<file path="src/rtl/wishbone_led_bank.sv">
// Wishbone slave with a small LED register bank: control, LED value, toggle port, blink divider and ID.
// Single outstanding request, optional wait states, byte-lane writes and an error response for bad accesses.
module wishbone_led_bank #(
   parameter int          DW          = 32,
   parameter int          AW          = 3,
   parameter int          N_LEDS      = 8,
   parameter int          WAIT_STATES = 0,
   parameter logic [31:0] ID_VALUE    = 32'h4C45_4401
) (
   input  logic              i_clk,
   input  logic              i_reset_n,
   input  logic              i_wb_cyc,
   input  logic              i_wb_stb,
   input  logic              i_wb_we,
   input  logic [AW-1:0]     i_wb_addr,
   input  logic [DW/8-1:0]   i_wb_sel,
   input  logic [DW-1:0]     i_wb_idata,
   output logic              o_wb_ack,
   output logic              o_wb_stall,
   output logic              o_wb_err,
   output logic [DW-1:0]     o_wb_odata,
   output logic [N_LEDS-1:0] o_led
);

   localparam int       SW      = DW / 8;
   localparam bit       NO_WAIT = (WAIT_STATES == 0);
   localparam logic [1:0] S_IDLE = 2'd0;
   localparam logic [1:0] S_WAIT = 2'd1;
   localparam logic [1:0] S_RESP = 2'd2;

   logic [1:0]        stateQ, stateD;
   logic [2:0]        waitQ, waitD;
   logic              weQ, errQ;
   logic [AW-1:0]     addrQ;
   logic [SW-1:0]     selQ;
   logic [DW-1:0]     dataQ;
   logic [2:0]        ctrlQ, ctrlD;
   logic [N_LEDS-1:0] ledOutQ, ledOutD;
   logic [DW-1:0]     divQ, divD;
   logic [DW-1:0]     cntQ, cntD;
   logic              phaseQ, phaseD;
   logic [N_LEDS-1:0] ledQ, ledD;

   logic              accept, goResp, commit, reqErr, reqWe, divWrite, respLive;
   logic [AW-1:0]     reqAddr;
   logic [SW-1:0]     reqSel;
   logic [DW-1:0]     reqData, laneMask, rdData;
   logic [31:0]       reqAddrExt, rdAddrExt;

   // The request is taken straight from the bus when accepted, otherwise from the latched copy.
   assign accept     = (stateQ == S_IDLE) && i_wb_cyc && i_wb_stb;
   assign reqWe      = accept ? i_wb_we    : weQ;
   assign reqAddr    = accept ? i_wb_addr  : addrQ;
   assign reqSel     = accept ? i_wb_sel   : selQ;
   assign reqData    = accept ? i_wb_idata : dataQ;
   assign reqAddrExt = 32'(reqAddr);
   assign rdAddrExt  = 32'(addrQ);
   assign reqErr     = (reqAddrExt > 32'd4) || (reqWe && (reqAddrExt == 32'd4));
   assign goResp     = (accept && NO_WAIT) || ((stateQ == S_WAIT) && i_wb_cyc && (waitQ == 3'd0));
   assign commit     = goResp && reqWe && !reqErr;

   always_comb begin
      for (int i = 0; i < DW; i++) laneMask[i] = reqSel[i/8];
   end

   // Request sequencing; dropping cyc while waiting abandons the request.
   always_comb begin
      stateD = stateQ;
      waitD  = waitQ;
      case (stateQ)
         S_IDLE: if (accept) begin
            if (NO_WAIT) stateD = S_RESP;
            else begin
               stateD = S_WAIT;
               waitD  = 3'(WAIT_STATES - 1);
            end
         end
         S_WAIT: begin
            if (!i_wb_cyc)           stateD = S_IDLE;
            else if (waitQ == 3'd0)  stateD = S_RESP;
            else                     waitD  = waitQ - 3'd1;
         end
         default: stateD = S_IDLE;
      endcase
   end

   // Register writes land on the edge that enters the response state.
   always_comb begin
      ctrlD    = ctrlQ;
      ledOutD  = ledOutQ;
      divD     = divQ;
      divWrite = 1'b0;
      if (commit) begin
         case (reqAddrExt)
            32'd0: ctrlD = (ctrlQ & ~laneMask[2:0]) | (reqData[2:0] & laneMask[2:0]);
            32'd1: ledOutD = (ledOutQ & ~laneMask[N_LEDS-1:0]) | (reqData[N_LEDS-1:0] & laneMask[N_LEDS-1:0]);
            32'd2: ledOutD = ledOutQ ^ (reqData[N_LEDS-1:0] & laneMask[N_LEDS-1:0]);
            32'd3: begin
               divD     = (divQ & ~laneMask) | (reqData & laneMask);
               divWrite = 1'b1;
            end
            default: ;
         endcase
      end
   end

   // Blink divider: the phase flips each time the counter reaches the divider value.
   always_comb begin
      cntD   = cntQ + DW'(1);
      phaseD = phaseQ;
      if (!ctrlQ[2] || divWrite) begin
         cntD   = '0;
         phaseD = 1'b0;
      end else if (cntQ == divQ) begin
         cntD   = '0;
         phaseD = ~phaseQ;
      end
      ledD = ctrlQ[0] ? ((ledOutQ ^ {N_LEDS{ctrlQ[1]}}) & {N_LEDS{~ctrlQ[2] | phaseQ}}) : '0;
   end

   always_ff @(posedge i_clk) begin
      if (!i_reset_n) begin
         stateQ  <= S_IDLE;
         waitQ   <= '0;
         weQ     <= 1'b0;
         errQ    <= 1'b0;
         addrQ   <= '0;
         selQ    <= '0;
         dataQ   <= '0;
         ctrlQ   <= '0;
         ledOutQ <= '0;
         divQ    <= '0;
         cntQ    <= '0;
         phaseQ  <= 1'b0;
         ledQ    <= '0;
      end else begin
         stateQ  <= stateD;
         waitQ   <= waitD;
         if (accept) begin
            weQ   <= i_wb_we;
            errQ  <= reqErr;
            addrQ <= i_wb_addr;
            selQ  <= i_wb_sel;
            dataQ <= i_wb_idata;
         end
         ctrlQ   <= ctrlD;
         ledOutQ <= ledOutD;
         divQ    <= divD;
         cntQ    <= cntD;
         phaseQ  <= phaseD;
         ledQ    <= ledD;
      end
   end

   always_comb begin
      rdData = '0;
      case (rdAddrExt)
         32'd0:   rdData = DW'(ctrlQ);
         32'd1:   rdData = DW'(ledOutQ);
         32'd3:   rdData = divQ;
         32'd4:   rdData = DW'(ID_VALUE);
         default: rdData = '0;
      endcase
   end

   // The response is withheld if the master has already dropped the cycle.
   assign respLive   = (stateQ == S_RESP) && i_wb_cyc;
   assign o_wb_ack   = respLive && !errQ;
   assign o_wb_err   = respLive && errQ;
   assign o_wb_stall = (stateQ != S_IDLE);
   assign o_wb_odata = o_wb_ack ? rdData : '0;
   assign o_led      = ledQ;

endmodule

</file>
<file path="config.mk">
export PLATFORM = sky130hd
export DESIGN_NAME = wishbone_led_bank
export DESIGN_NICKNAME = d
export VERILOG_FILES = /design/src/rtl/wishbone_led_bank.sv
export SDC_FILE = /design/constraint.sdc
export NUM_CORES = 1
export LEC_CHECK = 0
export BUFFER_PORTS_ARGS = -buffer_cell sky130_fd_sc_hd__buf_4
export CAP_MARGIN = 10
export CORE_MARGIN = 5
export CORE_UTILIZATION = 30
export DETAILED_ROUTE_END_ITERATION = 12
export PLACE_DENSITY_LB_ADDON = 0.1
export SETUP_SLACK_MARGIN = 0.3
export SYNTH_ARGS = -nofsm -noshare
export SYNTH_HDL_FRONTEND = slang
export SYNTH_SLANG_ARGS = --single-unit
export TNS_END_PERCENT = 30
</file>
<file path="constraint.sdc">
create_clock -name i_clk -period 2.4 [get_ports i_clk]
set_clock_uncertainty 0.1 [all_clocks]
set_input_delay 0.48 -clock i_clk [delete_from_list [all_inputs] [get_ports i_clk]]
set_output_delay 0.48 -clock i_clk [all_outputs]
set_load 0.05 [all_outputs]
</file>
Yosys cells after proc, flatten, opt, wreduce, memory -nomap -nowiden:

Index checks and enable logic that the tools add are counted.

* mux-type cells: 13
* bitwise logic cells: 20
* magnitude comparators: 1
* reduce and logical (&&, ||, !) cells: 30
* equality and inequality tests: 12
* add/subtract/negate cells: 2

Operators with widths (count)
* one-hot mux 32 bit (4 select lines): 1
* AND 32 bit: 2
* logical NOT 32 bit: 2
* two-way mux 32 bit: 2
* adder 32 x 1 -> 32 bit (second input constant): 1
* == test 32 bit: 1
* inverter 32 bit: 1
* bitwise OR 32 bit: 1
* AND 8 bit: 3
* one-hot mux 8 bit (2 select lines): 1
* XOR 8 bit: 2
* logical AND 1 bit: 10
* AND reduction 2 bit: 5
* == test 3 x 2 -> 1 bit (second input constant): 3
* inverter 8 bit: 1
* bitwise OR 8 bit: 1
* AND 3 bit: 2
* == test 3 x 1 -> 1 bit (second input constant): 2
* == test 3 bit (second input constant): 2
* two-way mux 2 bit: 3
* two-way mux 4 bit: 1
* inverter 1 bit: 4
* one-hot mux 2 bit (2 select lines): 1
* nonzero test 2 bit: 2
* 18 further kinds: 24

* register bits: 130
* input bits: 44

Logic depth before layout (Yosys ltp):

* word-level depth: 12
* mapped depth: 7

Worst setup path before layout:

Ideal clock, no wire load.

* kind: register to output
* start point: register addrQ[0]
* end point: output o_wb_odata[10]
* setup slack: -0.165 ns
* stages on the path, launching flop included: 5
* path buffers: 1
* arrival: 1.985 ns
* cells stage by stage: dfxtp_1 -> clkbuf_1 -> nor3b_1 -> nand2_1 -> a21oi_1

* cells in the longest elaborated chain, start to end: 3
* elaborated cells on any way between the ends: 6
* those cells by class: eq/ne: 3; mux: 2; reduce/logical: 1

RTL lines
* from (decl): RTL line 34 `logic [AW-1:0] addrQ;`
* from (signal assigned): RTL line 142 `addrQ <= i_wb_addr;`
* logical NOT 32 bit, or another cell as far along: RTL line 157 `case (rdAddrExt)`
* one-hot mux 32 bit (4 select lines) *: RTL line 157
* two-way mux 32 bit *: RTL line 171 `assign o_wb_odata = o_wb_ack ? rdData : '0;`
* to (decl): RTL line 21 `output logic [DW-1:0] o_wb_odata,`

Mark *: on every way between the ends. The rest lies on a longest branch, timed or not.

Worst setup path in the final report:

* start point: register errQ
* end point: output o_wb_odata[15]

* cells in the longest elaborated chain, start to end: 3

RTL lines
* from (decl): RTL line 33 `logic weQ, errQ;`
* from (signal assigned): RTL line 141 `errQ <= reqErr;`
* logical NOT 1 bit: RTL line 168 `assign o_wb_ack = respLive && !errQ;`
* logical AND 1 bit: RTL line 168
* two-way mux 32 bit: RTL line 171

No other way between the ends.

==> results.md <==
- Status: completed
- Nets: 793
- Clock-pin slew on the worst setup and hold paths: ~60 ps
- Worst hold margin: 242.1 ps
- Top sig layer: met4
- Worst path slowest cell: dfxtp_2
- Max Clock Freq: roughly 420 MHz
- Port Buffers: 86
- Yosys cell types: 42
- Post-Route M1 WL: around 7700 um
- DR vias/cell: ~4.7
- CP Cell Sequence: nand3b_1, nor2_2, nand2_2, nor2_4, buf_6, and2_4, buf_8
- Fin crit share: approximately 99%
- CTS tree: yes
- Type of the worst min-delay path: in -> reg
- Remaining global-route overflow: 0
- Dpl hpwl: ~12,000 um
- Relative slew slack: about 46%
- Routed length on met2: between 7000 and 8000 um
- Largest net degree at the start of global routing: 33
- Unrepaired setup endpoints after global routing: yes
- Root buffer cell: clkbuf_16
- Worst reg2reg setup slack: around 380 ps
- Vias in the first global route: roughly 4,700
- Reg2Reg Launch Point: cntQ[7]
- R2R cell count: 5
- Starting DRT DRC Count: 178
- #FFs+latches synth: around 120
- Drt pass-1 iters: 4
- H-tree Lvls: 4
- Fraction of registers with async set/reset: 0%
- RR Endpoint: cntQ[27]
- Arrival time worst endpoint: approximately 1800 ps
- Share of layout cells above drive strength 1: just under 30%
- Slew @ Worst Pin: 799.3 ps
- Cells after Synth: approximately 650
- Max-Cap Viols: 0
- Final critical-path required period: about 2400 ps
- Worst setup endpoint: o_wb_odata[15]
- Detail Route Antenna Nets: 0
- First-pass GRT wire length: between 20,000 and 30,000 um
- Total track usage: 14.95%
- Final setup violation count: 0
- Worst VDD drop: approximately 0.48 mV
- Crit path launch: errQ
- Clock Latency Late Sink: between 400 and 500 ps
- Total CTS buffers: 17
- Post-Route WL: 16,320 um
- Initial antenna violation count: 0
- Crit path capture type: output pin
- Final Max Tran Viols: 0
- Synth-to-Final Area Change: 38.52%
- Critical path type: reg -> out
- CTS sink cnt: 124
- CP max stage delay: between 300 and 400 ps
- Number of inserted diodes: 0
- GP Congestion: about 0.79
- Initial Utilization: 30.69%
- Final Total Pwr: approximately 5 mW
- Critical Path Start Type: register
- Post-synth net total: around 690
- Post-layout util: a little over two fifths
- Hold Startpoint: i_wb_idata[16]
- Leakage: about 3.7 nW
- Longest Clk Path Bufs: 2
- # IOs: 87
- Sequential cell area fraction in the yosys report: a little over two fifths
- Final hold vios: 0
- Vias after detailed routing: between 4,000 and 5,000
- Avg Inst Size Synth: around 8.9 um^2
- DIE HEIGHT: 149.0 um
- Synthesized area: around 5800 um^2
- Post-synth EDFFs: 0
- CP Data Required Time: around 1800 ps
- Total die area: 22,210 um^2
- DRC errors left: 0
- Pwr dens: 641.5 nW/um^2
- Core area: 18,890 um^2
- Worst-path maximum fanout: 8
- Metal3 WL: approximately 730 um
- Avg WL per Cell: 15.99 um
- Die width: roughly 150 um
- Std-Cell Rows: 50
- Main synth FF type: dfxtp_1
- Warnings, synthesis: 0
worst max-delay path: cells and delay by family (launching register included):
family | cells | cell delay, ps
and+or+nand+nor | 5 | 760
DFF | 1 | 320
buffers and inverters | 2 | 310
area by class of cell:
type / instances / area [um^2]
tap: 260 / 325.3
sequential: 124 / 2499
fill: 1883 / 10860
inverter: 8 / 42.54
multi-input combinational: 480 / 3407
timing repair buffer: 117 / 1125
clock buffer: 19 / 442.9
clock inverter: 13 / 190.2
per-stage QoR:
| step | setup WS, ps | cells | cell area, um^2 | setup TNS, ps |
|---|---|---|---|---|
| after floorplan | 165.0 | 648 | 5881 | 0 |
| after global placement | 160.4 | 985 | 6917 | 0 |
| after detailed placement | 67.81 | 985 | 6917 | 0 |
| after CTS | -25.87 | 1018 | 7828 | -62.32 |
| after global routing | -107.3 | 1021 | 8031 | -1585 |
| final | 21.93 | 1021 | 8031 | 0 |
routing by layer:
metal  vias to the layer above  GRT usage, %
met4                         0         4.805
li1                       2417             -
met2                        93         24.39
met5                         -             0
met1                      2253         19.25
met3                        14         3.981
worst min path at each step:
stage | to | slack, ps | cells past startpoint
2_1_floorplan | errQ | 340 | 2
3_3_place_gp | errQ | 360 | 2
3_5_place_dp | errQ | 380 | 2
4_1_cts | addrQ[2] | 230 | 3
5_1_grt | dataQ[21] | 240 | 3
6_report | dataQ[16] | 240 | 3
kinds of logic after synthesis:
family | share of synthesized area, %
compound gates | 8.697
fa+ha+maj | 0.2158
flops | 42.81
xor+xnor | 10.42
buf+inv | 3.151
mux | 7.575
simple gates | 27.13
cell usage in the layout, fill, tap and decap left out, drive strengths merged:
cell type,count
xor2,44
o311ai,1
nand2,77
mux2,7
ha,1
nand3b,2
bufinv,4
or3,1
o211ai,1
nand4,11
buf,117
nor4,15
a21oi,21
and2,31
and3b,1
clkinv,4
dfxtp,124
or4,1
o211a,27
inv,9
nor3,17
o21ai,12
xnor2,25
nor3b,2
clkinvlp,4
nor4b,1
nor2b,39
a22oi,2
a21boi,5
or2,1
mux2i,36
and4,4
nand3,22
clkbuf,19
and4b,8
and3,3
nor2,62
synthesized netlist by cell type, types with 17 or more instances:
cell type  count  share of area [%]
dfxtp_1      124                 43
nand2_1       77                5.0
nor2_1        60                3.9
xor2_1        44                6.6
nor2b_1       39                4.2
mux2i_1       36                6.2
and2_1        31                3.3
clkbuf_1      27                1.7
o211a_1       27                4.7
xnor2_1       25                3.8
nand3_1       22                1.9
a21oi_1       21                1.8
nor3_1        17                1.5
timing repair:
action | in CTS | in global routing
resized for setup | 78 | 46
pin swaps | 15 | 20
setup buffers | 1 | 2
cloned | 0 | 1
endpoints found under the setup margin | 33 | 51
hold buffers | 0 | 0
where the power goes:
group,total (mW),switching [mW],internal [mW]
logic,0.280,0.150,0.131
registers,2.11,0.0172,2.09
clock network,2.76,0.991,1.77
(Power assumes the default switching activity.)
